### config.mk
export PLATFORM = sky130hd
export DESIGN_NAME = output_frame_sequencer
export DESIGN_NICKNAME = d
export VERILOG_FILES = /design/src/rtl/nice_stream_pkg.sv /design/src/rtl/next_channel_sel.sv /design/src/rtl/output_frame_sequencer.sv
export SDC_FILE = /design/constraint.sdc
export NUM_CORES = 1
export LEC_CHECK = 0
export BUFFER_PORTS_ARGS = -buffer_cell sky130_fd_sc_hd__buf_4
export CAP_MARGIN = 20
export CORE_UTILIZATION = 55
export CTS_CLUSTER_DIAMETER = 100
export CTS_CLUSTER_SIZE = 12
export DETAILED_ROUTE_END_ITERATION = 8
export PLACE_DENSITY = 0.92
export SYNTH_ARGS = -nofsm -noshare
export SYNTH_HDL_FRONTEND = slang
export SYNTH_SLANG_ARGS = --single-unit
### constraint.sdc
create_clock -name clk -period 6.1 [get_ports clk]
set_input_delay 1.22 -clock clk [delete_from_list [all_inputs] [get_ports clk]]
set_output_delay 1.22 -clock clk [all_outputs]
set_load 0.1 [all_outputs]
### src/rtl/nice_stream_pkg.sv
// Shared types and header layout for the host-bound framed stream.
package nice_stream_pkg;

    typedef enum logic [1:0] {
        ST_IDLE   = 2'd0,
        ST_HEADER = 2'd1,
        ST_DATA   = 2'd2,
        ST_SYNC   = 2'd3
    } frame_state_e;

    localparam logic [7:0] HEADER_MAGIC_DEF = 8'hA5;

    localparam int HDR_MAGIC_LSB = 24;
    localparam int HDR_MASK_LSB  = 16;
    localparam int HDR_FRAME_LSB = 0;

endpackage

### src/rtl/next_channel_sel.sv
// Priority encoder: lowest set mask bit strictly above cur_idx_i, or the
// lowest set bit overall when from_first_i is high.
module next_channel_sel #(
    parameter int NUM_CH = 8,
    parameter int IDX_W  = 3
) (
    input  logic [NUM_CH-1:0] mask_i,
    input  logic [IDX_W-1:0]  cur_idx_i,
    input  logic              from_first_i,
    output logic [IDX_W-1:0]  next_idx_o,
    output logic              none_left_o
);

    always_comb begin
        next_idx_o  = '0;
        none_left_o = 1'b1;
        // Scan downwards so the final hit is the lowest qualifying bit.
        for (int i = NUM_CH - 1; i >= 0; i--) begin
            if (mask_i[i] && (from_first_i || (i > int'(cur_idx_i)))) begin
                next_idx_o  = IDX_W'(i);
                none_left_o = 1'b0;
            end
        end
    end

endmodule

### src/rtl/output_frame_sequencer.sv
// Snapshots all channels plus the sync word on a sample strobe and streams
// them as a header / data / sync framed packet on a valid-ready interface.
//
//   state     | meaning
//   ST_IDLE   | no frame; waiting for an enabled strobe
//   ST_HEADER | presenting the header word
//   ST_DATA   | presenting snapshot of channel ch_idx_q
//   ST_SYNC   | presenting the sync snapshot with last
module output_frame_sequencer
    import nice_stream_pkg::*;
#(
    parameter int         NUM_CH       = 8,
    parameter int         DATA_W       = 32,
    parameter logic [7:0] HEADER_MAGIC = HEADER_MAGIC_DEF
) (
    input  logic                     clk,
    input  logic                     rst_ni,
    input  logic                     enable_i,
    input  logic [NUM_CH-1:0]        ch_mask_i,
    input  logic                     sample_valid_i,
    input  logic [NUM_CH*DATA_W-1:0] ch_data_i,
    input  logic [DATA_W-1:0]        sync_i,
    output logic [DATA_W-1:0]        m_data_o,
    output logic                     m_valid_o,
    input  logic                     m_ready_i,
    output logic                     m_last_o,
    output logic                     busy_o,
    output logic [15:0]              frame_cnt_o,
    output logic [15:0]              drop_cnt_o
);

    localparam int IDX_W = (NUM_CH > 1) ? $clog2(NUM_CH) : 1;

    frame_state_e              state_q, state_d;
    logic [IDX_W-1:0]          ch_idx_q, ch_idx_d;
    logic [NUM_CH*DATA_W-1:0]  snap_data_q;
    logic [DATA_W-1:0]         snap_sync_q;
    logic [NUM_CH-1:0]         snap_mask_q;
    logic [DATA_W-1:0]         m_data_q, m_data_d;
    logic                      m_valid_q, m_valid_d;
    logic                      m_last_q, m_last_d;
    logic [15:0]               frame_cnt_q, frame_cnt_d;
    logic [15:0]               drop_cnt_q, drop_cnt_d;

    logic                      hs, strobe, capture;
    logic [IDX_W-1:0]          next_idx;
    logic                      none_left;
    logic [DATA_W-1:0]         header_word;

    assign hs      = m_valid_q & m_ready_i;
    assign strobe  = sample_valid_i & enable_i;
    assign capture = strobe & ((state_q == ST_IDLE) | ((state_q == ST_SYNC) & hs));

    next_channel_sel #(
        .NUM_CH (NUM_CH),
        .IDX_W  (IDX_W)
    ) u_sel (
        .mask_i       (snap_mask_q),
        .cur_idx_i    (ch_idx_q),
        .from_first_i (state_q == ST_HEADER),
        .next_idx_o   (next_idx),
        .none_left_o  (none_left)
    );

    // Header is built from live inputs since the snapshot loads on the same edge.
    always_comb begin
        header_word                          = '0;
        header_word[HDR_MAGIC_LSB +: 8]      = HEADER_MAGIC;
        header_word[HDR_MASK_LSB +: 8]       = 8'(ch_mask_i);
        header_word[HDR_FRAME_LSB +: 16]     = frame_cnt_q;
    end

    always_comb begin
        state_d     = state_q;
        ch_idx_d    = ch_idx_q;
        m_data_d    = m_data_q;
        m_valid_d   = m_valid_q;
        m_last_d    = m_last_q;
        frame_cnt_d = frame_cnt_q;
        drop_cnt_d  = drop_cnt_q;

        case (state_q)
            ST_IDLE: ;
            ST_HEADER, ST_DATA: begin
                if (hs) begin
                    if (none_left) begin
                        state_d  = ST_SYNC;
                        m_data_d = snap_sync_q;
                        m_last_d = 1'b1;
                    end else begin
                        state_d  = ST_DATA;
                        ch_idx_d = next_idx;
                        m_data_d = snap_data_q[int'(next_idx)*DATA_W +: DATA_W];
                    end
                end
            end
            ST_SYNC: begin
                if (hs) begin
                    state_d   = ST_IDLE;
                    m_valid_d = 1'b0;
                    m_last_d  = 1'b0;
                end
            end
            default: state_d = ST_IDLE;
        endcase

        if (capture) begin
            state_d     = ST_HEADER;
            m_data_d    = header_word;
            m_valid_d   = 1'b1;
            m_last_d    = 1'b0;
            frame_cnt_d = frame_cnt_q + 16'd1;
        end else if (strobe && (drop_cnt_q != 16'hFFFF)) begin
            drop_cnt_d = drop_cnt_q + 16'd1;
        end
    end

    always_ff @(posedge clk or negedge rst_ni) begin
        if (!rst_ni) begin
            state_q     <= ST_IDLE;
            ch_idx_q    <= '0;
            snap_data_q <= '0;
            snap_sync_q <= '0;
            snap_mask_q <= '0;
            m_data_q    <= '0;
            m_valid_q   <= 1'b0;
            m_last_q    <= 1'b0;
            frame_cnt_q <= '0;
            drop_cnt_q  <= '0;
        end else begin
            state_q     <= state_d;
            ch_idx_q    <= ch_idx_d;
            m_data_q    <= m_data_d;
            m_valid_q   <= m_valid_d;
            m_last_q    <= m_last_d;
            frame_cnt_q <= frame_cnt_d;
            drop_cnt_q  <= drop_cnt_d;
            if (capture) begin
                snap_data_q <= ch_data_i;
                snap_sync_q <= sync_i;
                snap_mask_q <= ch_mask_i;
            end
        end
    end

    assign m_data_o    = m_data_q;
    assign m_valid_o   = m_valid_q;
    assign m_last_o    = m_last_q;
    assign busy_o      = (state_q != ST_IDLE);
    assign frame_cnt_o = frame_cnt_q;
    assign drop_cnt_o  = drop_cnt_q;

endmodule

==> results of run 1 <==
==> flip-flops by register name, summed over array words and instances (netlist names), 2 cells and up <==
| name | cells |
|---|---|
| state_q | 2 |
| snap_data_q | 256 |
| m_data_o | 32 |
| frame_cnt_o | 16 |
| snap_sync_q | 32 |
| drop_cnt_o | 16 |
| ch_idx_q | 3 |
| snap_mask_q | 8 |
==> worst max-delay path, cell delays in order, from the launching register on <==
cell and delay, ns:
dfrtp_1 0.41, ha_1 0.34, nor2b_1 0.67, a311o_1 0.85
nand4_1 0.94, or3_1 0.62, o21ai_0 0.09, a22o_1 0.17
a311oi_1 0.06
==> per-stage QoR <==
stage	cell area [um2]	std cells	setup WS (ns)
after floorplan	16760	1957	3.350
after global placement	19690	2613	2.000
after detailed placement	19690	2613	1.854
after CTS	20620	2651	1.844
after global routing	20640	2653	1.449
final	20640	2653	1.742
==> Yosys cell counts, types with 6 or more instances <==
master,instances
nand3_1,37
xor2_1,8
a21oi_1,47
dfrtp_1,367
mux4_2,6
buf_4,6
a2bb2oi_1,11
a221oi_1,23
nand2_1,1024
nor2_1,29
and3_1,22
clkbuf_1,92
xnor2_1,22
o22ai_1,9
buf_2,14
a211oi_1,16
mux2i_1,38
inv_1,8
o21ai_0,42
nand4_1,20
o211ai_1,8
nor3_1,7
==> kinds of logic (layout without fill, tap and decap cells) <==
group,after synthesis,count (layout),synth area share
AND/OR/NAND/NOR,1162,1162,0.2744
multiplexers,46,46,0.03210
flip-flops,367,367,0.5480
AO/OA/AOI/OAI,219,219,0.09280
XOR/XNOR,30,30,0.01568
adder cells (fa/ha/maj),5,5,0.003733
buffers and inverters,128,434,0.03330
==> worst max path at each step <==
stage,endpoint,startpoint,depth (start not counted),slack (ns)
floorplan,drop_cnt_o[8],drop_cnt_o[0],8,3.35
global placement,m_data_o[26],state_q[1],9,2.00
detailed placement,m_data_o[26],state_q[0],8,1.85
CTS,m_data_o[26],state_q[0],8,1.84
global route,m_data_o[26],state_q[1],9,1.45
finish,m_data_o[26],state_q[0],8,1.74
==> per-layer routing <==
| metal | up-vias | wire, um | GRT usage |
|---|---|---|---|
| li1 | 6983 | - | - |
| met1 | 7618 | 20630 | 0.4661 |
| met2 | 1023 | 27180 | 0.5926 |
| met3 | 189 | 5542 | 0.06589 |
| met4 | 0 | 3072 | 0.1810 |
| met5 | - | 0 | 0 |
==> where the power goes <==
group          total [mW]  switching (mW)  internal (mW)
Clock                1.95           0.882           1.07
Sequential           4.33           0.831           3.49
Combinational        6.13            4.29           1.85
==> layout make-up <==
| type | count | area [um2] | share of cell area |
|---|---|---|---|
| multi-input cells | 1462 | 7057 | 0.3419 |
| repair buffers | 388 | 2949 | 0.1429 |
| clock inverters | 1 | 7.507 | 0.0003637 |
| inverters | 8 | 30.03 | 0.001455 |
| clock buffers | 37 | 925.9 | 0.04486 |
| well taps | 390 | 488.0 | 0.02364 |
| flip-flops and latches | 367 | 9184 | 0.4449 |
==> qor.csv, run 1 <==
metric,value,unit
outcome,completed,
startpoint_type,flip-flop,
hold_buffers,0,
area.growth.synth_to_final,23.17,%
critPathMaxFanout,20,
grt_use_total,0.3629,
fmax,229.4,MHz
synthesis.nets,2263,
dieArea,31170,um2
total_power,12.41,mW
drt-initial-drc-count,2049,
io_pins,368,
synth_largest_area_cell,dfrtp_1,
ys.flop_type,dfrtp_1,
drv_cap,0,
yosysWarnings,0,
synthArstFlopShare,1.000,
netlist_top_cells_area,"dfrtp_1 55%, nand2_1 23%, mux2i_1 2.3%, clkbuf_1 2.1%, a21oi_1 1.4%",
setup_viol,0,
cts_max_level,2,
gr-total-overflow,0,
finalCritPeriodShare,0.7145,
critPathArrivalTime,4.68,ns
vias,15813,
globalplace.congestion,0.9670,
ys_seq_elements,367,
clock_path_buffers,3,
drc,0,
fin_setup_tns,0,ns
postRouteAntennaNets,0,
hp-start,snap_data_q[141],
clkTransAtPathRegs,0.06,ns
grt_pass1_vias,15340,
crit_type,reg -> reg,
nets,2569,
max_slew.worst_pin.slew,1.258,ns
routed_wl,56420,um
start_util,0.5624,
p_leak,10.84,nW
avgRoutedWirePerCell,21.27,um
slew_viol_final,0,
vias_per_cell,5.960,
syn_area,16760,um2
cts.sinks,367,
yosysSeqAreaShare,0.5480,
rrSetupSlack,1.74,ns
netlist_instances,1957,
r2r-start,state_q[0],
final.fill_count,2282,
r2r-end,m_data_o[26],
dr.pass1.iters,6,
skew,0.01771,ns
hold_end,snap_data_q[141],
drive_above_1_share,0.2006,
grt_max_degree,252,
portBuffers,367,
hold_depth,2,
postCtsSetupBuffers,0,
cts_tree,built,
synth_top_area_share,0.5480,
die_x,176.6,um
endpoint_kind,flip-flop,
power.density,601.3,nW/um2
coreArea,29800,um2
die_h,176.6,um
whs,0.4748,ns
final_util,0.6927,
clockRootBuffer,clkbuf_16,
rsz0062_at_grt,false,
grt_pass1_wl,85620,um
mostFrequentLayoutCells,"1,023 x nand2_1, 384 x buf_4, 367 x dfrtp_1",
layout_commonest_cell,nand2_1,
finalHoldViolCount,0,
hold_path_class,reg -> reg,
synthDistinctLibCells,64,
grt_antenna_before_repair,0,
num_rows,63,
reg2reg_depth,8,
syn-mean-instance-area,8.563,um2
ir_drop,0.0004123,V
ctsResizeCount,0,
diodes,0,
clk_latency,0.52,ns
max-slew-margin-rel,0.1615,
min_period,4.358,ns
dp_hpwl,40410,um
required,6.42,ns
cts_made_buffers,36,
synth_edf_count,0,
Power figures use the tool's default switching activity.
==> run 2: changes to the inputs <==
CORE_UTILIZATION = 49   (was 55)
PLACE_DENSITY = 0.87   (was 0.92)
clock period = 3.9 ns   (was 6.1 ns; I/O delays follow)
==> run 2 against run 1 <==
Effect of this change:
- register-to-register slack got worse by 1.5 ns
- setup slack lost 1.5 ns
- cell area increased by 1.2%
- highest routed layer unchanged
- critical path depth grew 2
- critical endpoint is now m_data_o[16]
==> qor.csv, run 2 (synthesized netlist as in run 1, its figures left out) <==
metric,value,unit
outcome,completed,
grt_antenna_before_repair,0,
finalHoldViolCount,0,
startpoint_type,flip-flop,
clockRootBuffer,clkbuf_16,
dr.pass1.iters,5,
drive_above_1_share,0.2066,
start_util,0.4985,
finalCritPeriodShare,0.9274,
clock_path_buffers,3,
diodes,0,
layout_commonest_cell,nand2_1,
grt_pass1_vias,15555,
place_ws,0.3727,ns
ctsResizeCount,0,
grt_pass1_wl,89180,um
setup_slack,0.2832,ns
fin_setup_tns,0,ns
gr-total-overflow,0,
power.density,937.3,nW/um2
nets,2584,
dieArea,34940,um2
max_slew.worst_pin.slew,1.045,ns
vias_per_cell,5.738,
clkTransAtPathRegs,0.06,ns
fmax,276.5,MHz
drv_cap,0,
die_x,186.9,um
cts.sinks,367,
clk_latency,0.52,ns
min_period,3.617,ns
reg2reg_depth,10,
cts_max_level,2,
routed_wl,58130,um
drc,0,
setup_viol,0,
portBuffers,367,
placed_cells,2688,
slew_viol_final,0,
io_pins,368,
hold_buffers,0,
mostFrequentLayoutCells,"1,023 x nand2_1, 396 x buf_4, 367 x dfrtp_1",
postCtsSetupBuffers,0,
endpoint_kind,flip-flop,
crit_type,reg -> reg,
grt_use_total,0.3330,
globalplace.congestion,0.9249,
vias,15652,
hold_path_class,in -> async,
die_h,186.9,um
required,4.29,ns
dp_hpwl,42520,um
final_cells,2728,
coreArea,33620,um2
area.growth.synth_to_final,24.70,%
postRouteAntennaNets,0,
avgRoutedWirePerCell,21.31,um
p_leak,10.93,nW
max-slew-margin-rel,0.3037,
regMostFlops,snap_data_q,
rsz0062_at_grt,false,
drt-initial-drc-count,1492,
skew,0.01679,ns
critPathArrivalTime,4.00,ns
grt_max_degree,244,
cts_tree,built,
largest_register_ffs,256,
whs,0.3045,ns
ir_drop,0.0008551,V
num_rows,67,
critPathMaxFanout,18,
cts_made_buffers,36,
[run 2: path summary, 6_finish.rpt]
check                                 start                to  slack, ns
setup reg to reg                 state_q[1]      m_data_o[16]       0.28
setup / recovery                 state_q[1]      m_data_o[16]       0.28
max in group asynchronous            rst_ni  snap_data_q[121]       2.56
min in group clk             ch_data_i[247]  snap_data_q[247]       0.45
hold reg to reg            snap_data_q[113]  snap_data_q[113]       0.47
hold / removal                       rst_ni      m_data_o[12]       0.30
[run 2: critical path: stages, from the launching register on]
cell and delay, ns:
dfrtp_1 0.38, inv_1 0.08, ha_1 0.31, nor2b_1 0.69, a21oi_1 0.15, a22oi_1 0.26, o21a_2 0.52, buf_4 0.35
mux2_2 0.37, a211oi_1 0.23, o21ai_0 0.14
[run 2: layout make-up]
cell class / instances / area (um2)
Clock buffer: 37 / 925.9
Clock inverter: 3 / 25.02
Fill cell: 2840 / 12720
Inverter: 8 / 30.03
Multi-Input combinational cell: 1462 / 7064
Sequential cell: 367 / 9184
Tap cell: 448 / 560.5
Timing Repair Buffer: 403 / 3108
[run 2: per-layer routing]
metal  share of wire  vias up  global-route usage
met5               0        -                   0
met4           0.057        0              0.1693
met3           0.089      195             0.06623
met2            0.47      884              0.5420
met1            0.38     7558              0.4243
li1                -     7015                   -
[run 2: stage by stage]
stage	cell area (um2)	utilization	power [mW]
finish	20900	0.6217	19.59
detailed placement	19950	0.5934	16.31
floorplan	16760	-	13.06
CTS	20900	0.6217	19.42
global placement	19950	0.5934	16.02
global route	20900	0.6217	20.56
[run 2: power breakdown]
group          leakage [nW]  switching, mW  total, mW  internal (mW)
combinational          5.86           6.49       9.58           3.09
sequential             4.60           1.45       6.92           5.47
clock                 0.465           1.41       3.09           1.68
total                  10.9           9.34       19.6           10.2
